<file path="src/rtl/pipe_sequencer.sv">
// pipe_sequencer: program-counter and stage-occupancy sequencer for an
// in-order pipeline. Stage 0 is fetch and stage STAGES-1 is write-back.
//
// Control precedence, evaluated every cycle outside HALTED:
//   redirect > stall > normal advance.
// - A redirect loads redirect_pc. It squashes stages 0..BR_STAGE-1, which are
//   younger than the branch, so stages 0..BR_STAGE hold bubbles after the
//   edge. The branch itself moves on.
// - A stall freezes pc and stages 0..STALL_STAGE-1. Stage STALL_STAGE takes a
//   bubble and the older stages drain forward.
// - A halt word seen in stage 0 stops fetching. The machine then drains
//   until the marked instruction reaches write-back, and stays HALTED until
//   reset.
// Bubbles always carry a PC of 0 and a cleared halt mark.
module pipe_sequencer #(
  parameter int STAGES      = 4,
  parameter int PC_W        = 32,
  parameter int BR_STAGE    = 2,
  parameter int STALL_STAGE = 2
) (
  input  logic                     clk,
  input  logic                     rst_n,
  input  logic                     en,
  input  logic                     stall,
  input  logic                     redirect,
  input  logic [PC_W-1:0]          redirect_pc,
  input  logic                     halt_in,
  output logic [PC_W-1:0]          pc,
  output logic [STAGES*PC_W-1:0]   pc_pipe,
  output logic [STAGES-1:0]        stage_valid,
  output logic [STAGES-1:0]        stage_load,
  output logic [STAGES-1:0]        stage_kill,
  output logic                     halt,
  output logic [1:0]               state_dbg
);

  typedef enum logic [1:0] {
    ST_RUN    = 2'd0,
    ST_DRAIN  = 2'd1,
    ST_HALTED = 2'd2
  } state_t;

  state_t                       r_state;
  logic                         r_halt;
  logic [PC_W-1:0]              r_pc;
  logic [STAGES-1:0][PC_W-1:0]  r_pc_pipe;
  logic [STAGES-1:0]            r_valid;
  logic [STAGES-1:0]            r_hmark;

  logic                         w_halted;
  logic                         w_redirect;
  logic                         w_stall;
  logic                         w_halt_seen;
  logic                         w_fetch;
  logic                         w_fetch_v;
  logic [STAGES-1:0]            w_mark;

  // Redirect wins over stall; in HALTED every request is ignored.
  assign w_halted    = (r_state == ST_HALTED);
  assign w_redirect  = redirect & ~w_halted;
  assign w_stall     = stall & ~redirect & ~w_halted;
  assign w_halt_seen = (r_state == ST_RUN) & halt_in & r_valid[0];
  // Fetch only in RUN and not on the edge that spots the halt word. On that
  // edge the next address must not enter the pipe.
  assign w_fetch     = (r_state == ST_RUN) & ~w_halt_seen;
  assign w_fetch_v   = w_fetch & en;

  // Live halt mark per stage. Stage 0 takes it from halt_in, or from its own
  // latched copy when a stall held the halt word in place.
  always_comb begin
    w_mark    = '0;
    w_mark[0] = r_valid[0] & (halt_in | r_hmark[0]);
    for (int k = 1; k < STAGES; k++) begin
      w_mark[k] = r_valid[k] & r_hmark[k];
    end
  end

  // Sequencer FSM: RUN -> DRAIN on a halt word, DRAIN -> RUN on redirect,
  // DRAIN -> HALTED when the halt reaches write-back.
  always_ff @(posedge clk or negedge rst_n) begin
    if (!rst_n) begin
      r_state <= ST_RUN;
      r_halt  <= 1'b0;
    end else begin
      case (r_state)
        ST_RUN: begin
          if (!redirect && halt_in && r_valid[0]) begin
            r_state <= ST_DRAIN;
          end
        end
        ST_DRAIN: begin
          if (redirect) begin
            r_state <= ST_RUN;
          end else if (w_mark[STAGES-1]) begin
            r_state <= ST_HALTED;
            r_halt  <= 1'b1;
          end
        end
        ST_HALTED: begin
          r_state <= ST_HALTED;
        end
        default: begin
          r_state <= ST_RUN;
        end
      endcase
    end
  end

  // Fetch address: jump on redirect, hold on stall/drain/halt, else step.
  always_ff @(posedge clk or negedge rst_n) begin
    if (!rst_n) begin
      r_pc <= '0;
    end else if (!w_halted) begin
      if (w_redirect) begin
        r_pc <= redirect_pc;
      end else if (!w_stall && w_fetch) begin
        // en qualifies the fetched word; the address stream keeps advancing.
        r_pc <= r_pc + PC_W'(1);
      end
    end
  end

  // Stage registers: PC, valid and halt mark move together through the pipe.
  always_ff @(posedge clk or negedge rst_n) begin
    if (!rst_n) begin
      r_pc_pipe <= '0;
      r_valid   <= '0;
      r_hmark   <= '0;
    end else if (!w_halted) begin
      if (w_redirect) begin
        r_valid[0]   <= 1'b0;
        r_hmark[0]   <= 1'b0;
        r_pc_pipe[0] <= '0;
      end else if (w_stall) begin
        r_hmark[0]   <= w_mark[0];
      end else begin
        r_valid[0]   <= w_fetch_v;
        r_pc_pipe[0] <= w_fetch_v ? r_pc : '0;
        r_hmark[0]   <= 1'b0;
      end
      for (int k = 1; k < STAGES; k++) begin
        if ((w_redirect && (k <= BR_STAGE)) || (w_stall && (k == STALL_STAGE))) begin
          r_valid[k]   <= 1'b0;
          r_hmark[k]   <= 1'b0;
          r_pc_pipe[k] <= '0;
        end else if (!(w_stall && (k < STALL_STAGE))) begin
          r_valid[k]   <= r_valid[k-1];
          r_hmark[k]   <= w_mark[k-1];
          r_pc_pipe[k] <= r_pc_pipe[k-1];
        end
      end
    end
  end

  // Per-stage load/kill strobes for the datapath; quiet in reset and HALTED.
  always_comb begin
    stage_load = '0;
    stage_kill = '0;
    if (rst_n && !w_halted) begin
      for (int k = 0; k < STAGES; k++) begin
        stage_load[k] = !(w_stall && (k < STALL_STAGE));
        stage_kill[k] = w_redirect && (k < BR_STAGE);
      end
    end
  end

  assign pc          = r_pc;
  assign pc_pipe     = r_pc_pipe;
  assign stage_valid = r_valid;
  assign halt        = r_halt;
  assign state_dbg   = r_state;

endmodule

</file>
<file path="config.mk">
export PLATFORM = sky130hd
export DESIGN_NAME = pipe_sequencer
export DESIGN_NICKNAME = d
export VERILOG_FILES = /design/src/rtl/pipe_sequencer.sv
export SDC_FILE = /design/constraint.sdc
export NUM_CORES = 1
export LEC_CHECK = 0
export ABC_AREA = 1
export CAP_MARGIN = 15
export CORE_MARGIN = 4
export CORE_UTILIZATION = 54
export CTS_BUF_LIST = sky130_fd_sc_hd__clkbuf_4
export DETAILED_ROUTE_END_ITERATION = 8
export PLACE_DENSITY = 0.9
export SLEW_MARGIN = 25
export SYNTH_ARGS = -nofsm -noshare
export SYNTH_HDL_FRONTEND = slang
export SYNTH_SLANG_ARGS = --single-unit
</file>
<file path="constraint.sdc">
create_clock -name clk -period 2.5 [get_ports clk]
set_input_delay 0.5 -clock clk [delete_from_list [all_inputs] [get_ports clk]]
set_output_delay 0.5 -clock clk [all_outputs]
set_load 0.02 [all_outputs]
</file>
**Word level (Yosys, flattened, before mapping)**

Cells that the tools add are included.

- Bits in registers: 171
- Bits in read-only memories: 0
- Memories kept: 0
- Memory bits (writable): 0
- Bits of input ports: 38
- Word-level logic and storage cells: 70
- Bits in latches: 0

- $lt $le $gt $ge: 0
- Div/mod/pow operators: 0
- Add/sub/neg operators: 1
- Shifts and indexed selects: 0
- Reduce and logical (&&, ||, !) cells: 14
- Bitwise gates (word level): 15
- Eq/ne operators: 5
- Mux-type cells: 24
- Multiply operators: 0

Operators by type and width:

| cell | number |
|---|---|
| $mux 32 | 8 |
| $add 32x1->32 const B | 1 |
| $and 1x1->1 | 11 |
| $mux 1 | 10 |
| $mux 2 | 4 |
| $pmux 2 s3 | 1 |
| $reduce_and 2->1 | 3 |
| $logic_and 1x1->1 | 4 |
| $mux 4 | 1 |
| $logic_not 1->1 | 3 |
| $ne 3x3->1 const B | 1 |
| $not 1->1 | 3 |
| $reduce_and 3->1 | 1 |
| $eq 2x1->1 const B | 1 |
| $eq 2x2->1 const B | 1 |
| $logic_not 2->1 | 1 |
| $ne 2x1->1 const B | 1 |
| $ne 2x2->1 const B | 1 |
| $reduce_bool 2->1 | 1 |
| $logic_or 1x1->1 | 1 |
| $or 1x1->1 | 1 |

**Depth between registers and ports, before layout**

Gate-level depths: netlist (run 1).

- Depth in word-level cells: 9
- Gate-level depth with buffers: 10
- Gate-level depth less buffers: 10

**Worst setup path after synthesis (run 1)**

OpenSTA, ideal clock, no wires.

- Kind: register to output
- Start point: reg r_state[1] (netlist: state_dbg[1])
- End point: out stage_kill[1]
- Data required time: 2.000 ns
- Stages on the path, launching flop included: 8
- Path slack: 0.384 ns
- Data arrival time: 1.616 ns
- Cells stage by stage: dfrtp_1 inv_2 nor2_4 nor2_4 inv_2 clkbuf_1 nor2_1 buf_4

- Cells in the longest elaborated chain, start to end: 4
- Elaborated cells between the ends (all ways): 6
- Classes of those cells: eq/ne: 1; mux: 1; bitwise: 2; reduce/logical: 2

RTL lines:

| what | RTL line | source |
|---|---|---|
| start, declared | 43 | `state_t r_state;` |
| start signal, assigned | 82 | `r_state <= ST_RUN;` |
| start signal, assigned | 88 | `r_state <= ST_DRAIN;` |
| start signal, assigned | 93 | `r_state <= ST_RUN;` |
| $eq 2x2->1 (*) | 59 | `assign w_halted = (r_state == ST_HALTED);` |
| $not 1->1 (no source line) or $logic_not 1->1 (tied branches) | n/a |  |
| $and 1x1->1 or $logic_and 1x1->1 (tied branches) | 60, 159 |  |
| $mux 2 (*) | 159 | `if (rst_n && !w_halted) begin` |
| end, declared | 32 | `output logic [STAGES-1:0] stage_kill,` |

Mark *: on every way between the ends. The rest lies on a longest branch, timed or not.

**Worst setup path in the final report (run 1)**

- Start point: in redirect
- End point: out stage_load[1]

- Cells in the longest elaborated chain, start to end: 5

RTL lines:

| what | RTL line | source |
|---|---|---|
| start, declared | 25 | `input logic redirect,` |
| $not 1->1 (no source line) | n/a |  |
| $and 1x1->1 (2 in series) | 61 | `assign w_stall = stall & ~redirect & ~w_halted;` |
| $logic_not 1->1 | 161 | `stage_load[k] = !(w_stall && (k < STALL_STAGE));` |
| $mux 4 | 159 |  |
| end, declared | 31 | `output logic [STAGES-1:0] stage_load,` |

Every way passes these cells.

==> flow_summary.json, run 1 <==
{
  "rsz0062_at_grt": "false",
  "drtAntennaViolNets": 0,
  "status": "finished, final reports clean",
  "wirelength_um": 21900,
  "grt_pass1_wl_um": 34800,
  "multi_input_area_um2": 2680,
  "start_util_pct": 54.9,
  "num_io_pins": 213,
  "seq_area_um2": 4280,
  "yosysWarnings": 0,
  "final_cells": 1328,
  "coreArea_um2": 13800,
  "path_max_fanout": 3,
  "layout.nets": 1173,
  "final_cell_mix": "nand2_1, clkdlybuf4s50_1, dfrtp_1",
  "fp-row-count": 43,
  "startpoint": "redirect",
  "clk_latency_ps": 540,
  "drv_slew": 0,
  "synth_ff_type": "dfrtp_1",
  "post-dp-hpwl_um": 15900,
  "setup_viol": 0,
  "power_uw": 7680,
  "synth.distinct_cells": 30,
  "tightest_slew_ps": 890,
  "drive_above_1_share_pct": 5.67,
  "max-cap-violations": 0,
  "n_fill_cell": 1008,
  "post-route-min-period_ps": 2280,
  "dr_total_vias": 7101,
  "grt_overflow": 0,
  "slew_headroom_pct": 40.7,
  "finalClockSkew_ps": 16.0,
  "layout_commonest_cell": "nand2_1",
  "placed_cells": 1295,
  "worst_slack_ps": 215,
  "async_flop_share_pct": 100,
  "portBuffers": 210,
  "place_congestion": 0.900,
  "die_area_um2": 16000,
  "synth_area_per_cell_um2": 8.15,
  "fmax_mhz": 438,
  "ctsHoldBuffers": 0,
  "power.density_nw_per_um2": 753,
  "firstDrtPassIters": 5,
  "drc": 0,
  "irDropWorstVdd_v": 0.000518,
  "hold_class": "in -> async",
  "finalCritPeriodShare_pct": 91.4,
  "clk_pin_slew_ps": 140,
  "syn_inst": 931,
  "die_y_um": 127,
  "cp-end-kind": "output port",
  "antenna_found_initial": 1,
  "cts_sinks": 171,
  "grt_pass1_vias": 6728,
  "worstSetupPathType": "in -> out",
  "cts_buffer_depth": 2,
  "grt_usage_pct": 27.4,
  "numCtsBuffers": 17,
  "timing.rr.start": "state_dbg[1]$_DFFE_PN0P_",
  "finalHoldViolCount": 0,
  "root_buffer": "clkbuf_4",
  "cp_data_required_time_ps": 2000,
  "ys_seq_area_share_pct": 56.4,
  "grt_max_degree": 172,
  "syn_to_final_growth_pct": 34.3,
  "dr.first_iter.drc_count": 762,
  "arrival_ps": 1780,
  "start_kind": "primary input",
  "synth_seq_cells": 171,
  "syn-cell-area_um2": 7590,
  "htreeDepth": 4,
  "synth-edff-count": 0,
  "vias_per_cell": 5.35,
  "dp_slack_ps": -194,
  "die_x_um": 127,
  "p_leak_uw": 0.00474,
  "cts_tree": "yes",
  "routedWlPerCell_um": 16.5
}
-- state kept, by name, summed over array words and instances, names as in the netlist --
name	cells
pc_pipe	128
pc	32
r_hmark	4
stage_valid	4
state_dbg	2
halt	1
-- cell usage after synthesis (3+ instances only) --
cell / number / area share (%)
a21oi_1: 3 / 0.20
buf_2: 15 / 0.99
buf_4: 6 / 0.59
clkbuf_1: 21 / 1.0
dfrtp_1: 171 / 56
inv_1: 112 / 5.5
inv_2: 3 / 0.15
nand2_1: 301 / 15
nand3_1: 44 / 2.9
nand4_1: 3 / 0.25
nor2_1: 103 / 5.1
nor2_4: 3 / 0.44
nor3_1: 8 / 0.53
o211ai_1: 4 / 0.40
o21ai_0: 52 / 3.4
o22ai_1: 62 / 5.1
xor2_1: 3 / 0.35
-- routing by layer --
| layer | up-vias | share of wire [%] | track usage [%] |
|---|---|---|---|
| met5 | - | 0 | 0 |
| met4 | 0 | 3.5 | 11.2 |
| met3 | 48 | 7.0 | 4.84 |
| met2 | 368 | 48 | 43.4 |
| met1 | 3340 | 42 | 37.7 |
| li1 | 3345 | - | - |
-- cell families after synthesis --
group | after synthesis | synth area share, %
fa+ha+maj | 1 | 0.165
other cells | 1 | 0.0494
buf+inv | 158 | 8.46
compound gates | 128 | 9.92
xor+xnor | 3 | 0.346
flops | 171 | 56.4
simple gates | 469 | 24.7
-- worst paths after layout --
check,to,slack [ps],cells past startpoint
hold / removal,pc[4]$_DFFE_PN0P_,70,2
setup / recovery,stage_load[1],220,6
hold reg to reg,pc_pipe[96]$_DFFE_PN0N_,490,2
max in group asynchronous,pc_pipe[42]$_DFFE_PN0P_,1770,2
min in group clk,pc_pipe[96]$_DFFE_PN0N_,490,2
setup reg to reg,pc[8]$_DFFE_PN0P_,320,9
-- worst max-delay path, stage by stage --
cell	delay (ps)
clkdlybuf4s50_1	490
inv_1	100
nand2_1	120
nand2_2	70
nor2_1	150
dlygate4sd2_1	360
-- through the flow --
step / TNS, ps / area [µm²] / util, % / hold slack (ps)
after CTS: 0 / 10200 / 73.7 / 128
final: 0 / 10200 / 73.7 / 72.5
after global placement: -1730 / 9870 / 71.4 / 450
after floorplan: 0 / 7590 / - / 204
after detailed placement: -3410 / 9870 / 71.4 / 457
after global routing: 0 / 10200 / 73.7 / 145
-- power by group --
group / switching [µW] / internal, µW / leakage (µW)
registers: 369 / 3060 / 0.00230
clock network: 963 / 812 / 0.000172
logic: 1520 / 958 / 0.00227
-- area by class of cell --
class	instances	share of cell area, %
timing repair buffer	226	22.1
clock buffer	18	1.33
tap	180	2.21
inverter	115	4.25
clock inverter	14	1.89
multi-input combinational	603	26.2
antenna	1	0.0245
sequential	171	42.0
-- what timing repair did --
action	CTS	global route
resized for setup	4	7
buffers inserted	0	0
setup endpoints to repair	4	6
Power figures use the tool's default switching activity.
==> inputs of run 2 (changes only) <==
--- a/config.mk
+++ b/config.mk
@@ -7,11 +7,14 @@
 export LEC_CHECK = 0
 export ABC_AREA = 1
 export CAP_MARGIN = 15
+export CELL_PAD_IN_SITES_DETAIL_PLACEMENT = 1
+export CELL_PAD_IN_SITES_GLOBAL_PLACEMENT = 1
 export CORE_MARGIN = 4
-export CORE_UTILIZATION = 54
+export CORE_UTILIZATION = 36
 export CTS_BUF_LIST = sky130_fd_sc_hd__clkbuf_4
 export DETAILED_ROUTE_END_ITERATION = 8
-export PLACE_DENSITY = 0.9
+export GPL_TIMING_DRIVEN = 0
+export PLACE_DENSITY = 0.83
 export SLEW_MARGIN = 25
 export SYNTH_ARGS = -nofsm -noshare
 export SYNTH_HDL_FRONTEND = slang
==> constraint.sdc (replaced) <==
create_clock -name clk -period 2.4 [get_ports clk]
set_input_delay 0.48 -clock clk [delete_from_list [all_inputs] [get_ports clk]]
set_output_delay 0.48 -clock clk [all_outputs]
set_load 0.02 [all_outputs]
==> run 2 against run 1 <==
The run now ends with negative hold slack left. Clock power decreased by 7%. Combinational power increased by 11%. Via count increased by 1.1%. Critical endpoint is now stage_kill[1]. Highest routed layer unchanged.
==> flow_summary.json, run 2 (same netlist as run 1, synthesis figures left out) <==
{
  "tightest_slew_ps": 668,
  "cp-endpoint": "stage_kill[1]",
  "clk_latency_ps": 570,
  "fmax_mhz": 425,
  "cts_buffer_depth": 2,
  "firstDrtPassIters": 7,
  "timing.rr.start": "pc[1]$_DFFE_PN0P_",
  "cp-end-kind": "output port",
  "routedWlPerCell_um": 18.5,
  "worstSetupPathType": "reg -> out",
  "grt_pass1_wl_um": 42900,
  "finalCritPeriodShare_pct": 98.0,
  "clk_pin_slew_ps": 150,
  "grt_overflow": 0,
  "whs_ps": -234,
  "post-dp-hpwl_um": 20900,
  "die_x_um": 153,
  "start_util_pct": 37.0,
  "portBuffers": 210,
  "grt_usage_pct": 23.1,
  "syn_to_final_growth_pct": 38.4,
  "vias_per_cell": 4.93,
  "final_cell_mix": "nand2_1, clkdlybuf4s50_1, dfrtp_1",
  "final_cells": 1457,
  "cp_data_required_time_ps": 1920,
  "drtAntennaViolNets": 0,
  "grt_max_degree": 95,
  "startpoint": "state_dbg[1]$_DFFE_PN0P_",
  "die_area_um2": 23500,
  "setup_viol": 0,
  "p_leak_uw": 0.00482,
  "die_y_um": 153,
  "layout.nets": 1212,
  "drc": 0,
  "hold_class": "in -> async",
  "antenna_found_initial": 1,
  "coreArea_um2": 20500,
  "largest_register_ffs": 128,
  "r2r_slack_ps": 320,
  "placed_cells": 1413,
  "cts_sinks": 171,
  "start_kind": "flip-flop",
  "layout_commonest_cell": "nand2_1",
  "dr.first_iter.drc_count": 445,
  "path_max_fanout": 6,
  "arrival_ps": 1870,
  "fp-row-count": 52,
  "numCtsBuffers": 17,
  "placed_area_um2": 10100,
  "power.density_nw_per_um2": 758,
  "irDropWorstVdd_v": 0.000395,
  "stdcell_area_um2": 10500,
  "cts_tree": "yes",
  "htreeDepth": 4,
  "wirelength_um": 26900,
  "drive_above_1_share_pct": 7.84,
  "power_uw": 7970,
  "dr_total_vias": 7178,
  "finalClockSkew_ps": 22.9,
  "place_congestion": 0.959,
  "finalSetupTns_ps": 0,
  "violations": "negative hold slack",
  "slew_headroom_pct": 55.4,
  "root_buffer": "clkbuf_4",
  "rsz0062_at_grt": "true",
  "max-cap-violations": 0,
  "num_io_pins": 213,
  "drv_slew": 0,
  "r2r_cells": 10,
  "status": "finished, violations left",
  "finalHoldViolCount": 77,
  "post-route-min-period_ps": 2350,
  "r2r-end": "pc[22]$_DFFE_PN0P_",
  "grt_pass1_vias": 7600
}
-- run 2: changes by cell type in the layout (fill, tap and decap cells not counted), moves of 3 or more --
cell	change
buf_12	-3
clkbuf_1	+19
nand2_2	-3
buf_4	+4
buf_6	+3
buf_2	+16
bufinv_16	-3
-- run 2: how the worst min path moves through the flow --
stage | endpoint | startpoint | slack, ps
final | pc[3]$_DFFE_PN0P_ | rst_n | -230
after CTS | pc[6]$_DFFE_PN0P_ | rst_n | -220
after global routing | pc_pipe[10]$_DFFE_PN0P_ | rst_n | -240
after global placement | halt$_DFFE_PN0P_ | halt$_DFFE_PN0P_ | 450
after floorplan | halt$_DFFE_PN0P_ | rst_n | 180
after detailed placement | pc_pipe[96]$_DFFE_PN0N_ | pc_pipe[96]$_DFFE_PN0N_ | 460
-- run 2: worst max-delay path, cell delays in order (launching register included) --
cell,delay (ps)
dfrtp_2,440
inv_2,70
nor2_4,50
buf_6,130
nor2_4,150
clkinv_4,100
nor2_4,150
buf_6,110
buf_6,100
-- run 2: report_power, final --
group / internal (µW) / leakage [µW] / switching [µW]
registers: 3190 / 0.00229 / 400
logic: 1040 / 0.00238 / 1690
clock network: 565 / 0.000151 / 1080
total: 4800 / 0.00482 / 3170
-- run 2: what timing repair did --
action,in CTS,in global routing
buffers inserted,6,6
pin swaps,2,3
resized for setup,29,13
endpoints found under the setup margin,6,5
hold endpoints to repair,77,77
-- run 2: through the flow --
step | setup WS (ps) | hold slack [ps] | utilization (%)
after floorplan | 304 | 184 | -
after global placement | -7530 | 453 | 49.0
after detailed placement | -1040 | 457 | 49.1
after CTS | -45.5 | -224 | 50.9
after global routing | -43.6 | -236 | 51.3
final | 48.7 | -234 | 51.3
-- run 2: cell type report --
class / count / area (µm²)
Clock buffer: 19 / 143
Buffer: 42 / 221
Clock inverter: 13 / 133
Multi-Input combinational cell: 603 / 2720
Antenna cell: 1 / 2.50
Inverter: 115 / 437
Tap cell: 270 / 338
Fill cell: 2522 / 9990
Sequential cell: 171 / 4280
Timing Repair Buffer: 223 / 2240
-- run 2: routing by layer --
metal,routed length [µm],vias up,track usage [%]
li1,-,3420,-
met1,11600,3519,30.1
met2,13600,200,40.3
met3,1120,39,2.74
met4,656,0,7.51
met5,0,-,0
